==> config.mk <==
export PLATFORM = sky130hd
export DESIGN_NAME = fifo_wr_arbiter
export DESIGN_NICKNAME = d
export VERILOG_FILES = /design/src/rtl/fifo_wr_arbiter.sv
export SDC_FILE = /design/constraint.sdc
export NUM_CORES = 1
export LEC_CHECK = 0
export ABC_AREA = 1
export CORE_AREA = 3 3 209 211
export CTS_CLUSTER_DIAMETER = 40
export DETAILED_ROUTE_END_ITERATION = 12
export DIE_AREA = 0 0 212 214
export DONT_BUFFER_PORTS = 1
export HOLD_SLACK_MARGIN = 0.03
export SLEW_MARGIN = 25
export SYNTH_ARGS = -nofsm -noshare
export SYNTH_HDL_FRONTEND = slang
export SYNTH_SLANG_ARGS = --single-unit
==> constraint.sdc <==
create_clock -name clk -period 5.3 [get_ports clk]
set_clock_uncertainty 0.15 [all_clocks]
set_input_delay 0.265 -clock clk [delete_from_list [all_inputs] [get_ports clk]]
set_output_delay 0.265 -clock clk [all_outputs]
set_load 0.01 [all_outputs]
==> src/rtl/fifo_wr_arbiter.sv <==
// Packet-aware round-robin arbiter sharing one FIFO write port among N requesters.
// A grant is held from arbitration until the owner's last beat is written.
module fifo_wr_arbiter #(
   parameter int N  = 4,
   parameter int DW = 104,
   parameter int PW = $clog2(N)
) (
   input  logic            clk,
   input  logic            nreset,
   input  logic [N-1:0]    in_valid,
   input  logic [N*DW-1:0] in_data,
   input  logic [N-1:0]    in_last,
   output logic [N-1:0]    in_wait,
   input  logic            fifo_full,
   input  logic            fifo_prog_full,
   output logic            fifo_wr_en,
   output logic [DW-1:0]   fifo_din,
   output logic [N-1:0]    grant,
   output logic            busy
);

   typedef enum logic {
      IDLE = 1'b0,
      LOCK = 1'b1
   } state_t;

   state_t        state_q, state_d;
   logic [N-1:0]  grant_q, grant_d;
   logic [PW-1:0] rr_ptr_q, rr_ptr_d;

   logic [N-1:0]  winner_oh;
   logic [PW-1:0] owner_idx;
   logic [PW-1:0] ptr_after_owner;
   logic          owner_valid;
   logic          owner_last;
   logic          xfer;
   logic [DW-1:0] data_masked [N];

   // Search rr_ptr, rr_ptr+1, ... modulo N; the first valid requester wins.
   always_comb begin
      logic [PW:0] idx;
      logic        found;
      winner_oh = '0;
      found     = 1'b0;
      idx       = '0;
      for (int k = 0; k < N; k++) begin
         idx = {1'b0, rr_ptr_q} + (PW+1)'(k);
         if (idx >= (PW+1)'(N)) begin
            idx = idx - (PW+1)'(N);
         end
         if (!found && in_valid[idx[PW-1:0]]) begin
            winner_oh[idx[PW-1:0]] = 1'b1;
            found                  = 1'b1;
         end
      end
   end

   always_comb begin
      owner_idx = '0;
      for (int i = 0; i < N; i++) begin
         if (grant_q[i]) begin
            owner_idx = PW'(i);
         end
      end
   end

   assign ptr_after_owner = (owner_idx == PW'(N-1)) ? '0 : owner_idx + PW'(1);

   // grant_q is one-hot in LOCK, so these reductions select the owner's bit.
   assign owner_valid = |(grant_q & in_valid);
   assign owner_last  = |(grant_q & in_last);
   assign xfer        = (state_q == LOCK) && owner_valid && !fifo_full;

   generate
      for (genvar gi = 0; gi < N; gi++) begin : g_mask
         assign data_masked[gi] = in_data[gi*DW +: DW] & {DW{grant_q[gi]}};
      end
   endgenerate

   always_comb begin
      fifo_din = '0;
      for (int i = 0; i < N; i++) begin
         fifo_din = fifo_din | data_masked[i];
      end
   end

   always_comb begin
      state_d  = state_q;
      grant_d  = grant_q;
      rr_ptr_d = rr_ptr_q;
      case (state_q)
         IDLE: begin
            if ((|in_valid) && !fifo_prog_full) begin
               state_d = LOCK;
               grant_d = winner_oh;
            end
         end
         LOCK: begin
            // prog_full is deliberately ignored here: a started packet only yields to full.
            if (xfer && owner_last) begin
               state_d  = IDLE;
               grant_d  = '0;
               rr_ptr_d = ptr_after_owner;
            end
         end
         default: begin
            state_d  = IDLE;
            grant_d  = '0;
         end
      endcase
   end

   always_ff @(posedge clk or negedge nreset) begin
      if (!nreset) begin
         state_q  <= IDLE;
         grant_q  <= '0;
         rr_ptr_q <= '0;
      end else begin
         state_q  <= state_d;
         grant_q  <= grant_d;
         rr_ptr_q <= rr_ptr_d;
      end
   end

   assign fifo_wr_en = xfer;
   assign grant      = grant_q;
   assign busy       = (state_q == LOCK);
   assign in_wait    = ~(grant_q & {N{!fifo_full}});

endmodule

==> out/metrics.yaml <==
yosys:
  yosysMostFrequentCell: "nand2_1"
  syn-num-nets: 1131
  synth_edf_count: 0
  synthFlopType: "dfrtp_1"
  synth_top_area_cell: "nand2_1"
  synthTopCellsByArea: "nand2_1 53%, nand4_1 20%, dfrtp_1 5.4%"
  synthesis.area_sq_um: 3270
  ys_warn_count: 0
  synth_top_cells_by_count: "465 x nand2_1, 106 x nand4_1, 24 x nand3_1, 19 x buf_2, 18 x clkbuf_1"
  seq_area_frac_synth_pct: 5.36
  synthCells: 695
  async_flop_share_pct: 100
  synth.distinct_cells: 22
  syn_area_per_cell_sq_um: 4.70
  synth_top_area_share_pct: 53.4
  ys_ff_latch: 7
flow_run:
  cap_violations: 0
timing:
  setup-violations-final: 0
  tns_ns: 0
  drv_slew: 0
  min_period_ns: 2.56
  setup_ws_ns: 2.74
  hold_violations: 0
  fmax_mhz: 391
  min_period_over_period_pct: 48.3
  tightestPinTransition_ns: 0.731
  slew_headroom_pct: 51.3
  rsz0062_at_grt: "no"
power_and_ir_drop:
  switching_share_pct: 70.6
  p_clk_share_pct: 5.8
  seq_power_share_pct: 15.3
  p_int_uw: 655
  ir_drop_v: 0.000175
  pwr_density_cell_nw_per_um2: 573
  p_sw_mw: 1.57
  combPwrFrac_pct: 78.9
  leakage_nw: 1.33
global_routing:
  grt_pass1_vias: 4453
  grt_use_total_pct: 8.55
  grt_overflow: 0
  grt_pass1_wl_mm: 28.9
  antenna_found_initial: 9
  grt_max_degree: 64
clocking:
  cts_buffers: 3
  clk_path_buf_depth: 2
  cts_setup_buffers: 0
  cts_sinks: 7
  clk_pin_slew_ns: 0.04
  ctsRootBufferMaster: "clkbuf_16"
  cts_hold_buf: 1
  cts_resized: 0
  clkLatencyLatePin_ns: 0.23
  cts_tree: "yes"
  htreeDepth: 1
critical_path:
  crit_arrival_ns: 2.14
  cp-end-kind: "primary output"
  cpPeakStageDelay_ns: 0.76
  ff2ff_path_depth: 11
  worstPathRequired_ns: 4.89
  cp_cell_sequence: "buf_4 -> nand2_1 -> nand4_1"
  critPathKind: "flip-flop to primary output"
  path_max_fanout: 63
  slowest_stage: "dfrtp_4"
  cp-start-kind: "flip-flop"
placed_design:
  dp_hpwl_mm: 18.9
  place_ws_ns: 3.01
  port-buffer-count: 0
  gp_congestion: 1.01
route:
  ant_nets: 0
  drc: 0
  drtIter0Drc: 404
  dr.pass1.iters: 5
  wl_per_cell_um: 18.7
  vias: 4906
  via_per_inst: 4.10
  routed_wl_mm: 22.4
outcome:
  outcome: "completed"
floorplanning:
  die-area_sq_um: 45400
  die_width_um: 212
  die_h_um: 214
  start_util_pct: 7.79
  core_region_area_sq_um: 41900
  row_count: 75
  ioPinCount: 542
hold_path:
  holdPathStages: 3
  hold_class: "input port to flip-flop"
finish:
  area_growth_pct: 19.1
  final_layout_size_suffix_gt1_share_pct: 4.12
  nets: 1092
-- area by class of cell --
cell class | count | area (sq um)
clock buffers | 4 | 78.8
inverters | 16 | 65.1
flip-flops and latches | 7 | 190
well taps | 539 | 674
multi-input cells | 623 | 2810
diodes | 4 | 10.0
fillers | 4897 | 38100
repair buffers | 5 | 60.1
-- worst max-delay path: cells and delay by family (launching register included) --
family	cells	cell delay, ns
buf+inv	1	0.61
simple gates	2	0.42
flops	1	0.76
-- routing by layer --
layer / global-route usage, % / wire (um)
met1: 8.93 / 8160
met2: 16.6 / 11400
met3: 2.72 / 2520
met4: 1.59 / 301
met5: 0 / 18
-- final timing paths --
path,slack [ns],to,start
max,2.74,fifo_din[93],grant[1]
min,0.05,grant[1],fifo_prog_full
max reg2reg,3.16,grant[2],rr_ptr_q[0]
min reg2reg,0.45,busy,busy
max in group asynchronous,4.50,grant[1],nreset
min in group asynchronous,0.22,grant[2],nreset
-- metrics by stage --
| stage | utilization, % | hold WS, ns | cells | area [sq um] | power (mW) |
|---|---|---|---|---|---|
| final | 9.28 | 0.0462 | 1198 | 3890 | 2.23 |
| after global routing | 9.25 | 0.0548 | 1194 | 3880 | 2.44 |
| after CTS | 9.25 | 0.0399 | 1194 | 3880 | 2.22 |
| after detailed placement | 9.04 | -0.180 | 1189 | 3790 | 2.08 |
| after global placement | 8.98 | -0.180 | 1188 | 3760 | 2.05 |
| after floorplan | - | -0.181 | 695 | 3270 | 1.66 |
-- cell usage in the layout, fill, tap and decap left out, drive strengths merged --
cell type / count
clkbuf: 4
nand3: 27
dlygate4sd3: 1
dfrtp: 7
nand4: 106
o2111ai: 1
ha: 8
nand2: 472
clkinv: 4
nor2: 5
buf: 4
o21ai: 4
diode: 4
inv: 12
-- kinds of logic (layout without fill, tap and decap cells) --
| group | after synthesis | count (layout) | share of synthesized area, % |
|---|---|---|---|
| other | 0 | 4 | 0 |
| DFF | 7 | 7 | 5.36 |
| buffers and inverters | 65 | 25 | 8.58 |
| adders and majority gates | 8 | 8 | 3.06 |
| and+or+nand+nor | 610 | 610 | 82.1 |
| AOI/OAI and AO/OA | 5 | 5 | 0.881 |
-- power by group through the flow --
stage               clock [mW]  combinational [mW]  sequential, mW
global route             0.135                1.94           0.368
detailed placement           0                1.74           0.341
finish                   0.130                1.76           0.342
floorplan                    0                1.56           0.106
global placement             0                1.66           0.391
CTS                      0.132                1.75           0.340
-- flip-flops by register name, indices dropped and copies added (netlist names) --
| name | cells |
|---|---|
| grant | 4 |
| rr_ptr_q | 2 |
| busy | 1 |
Power figures use the tool's default switching activity.
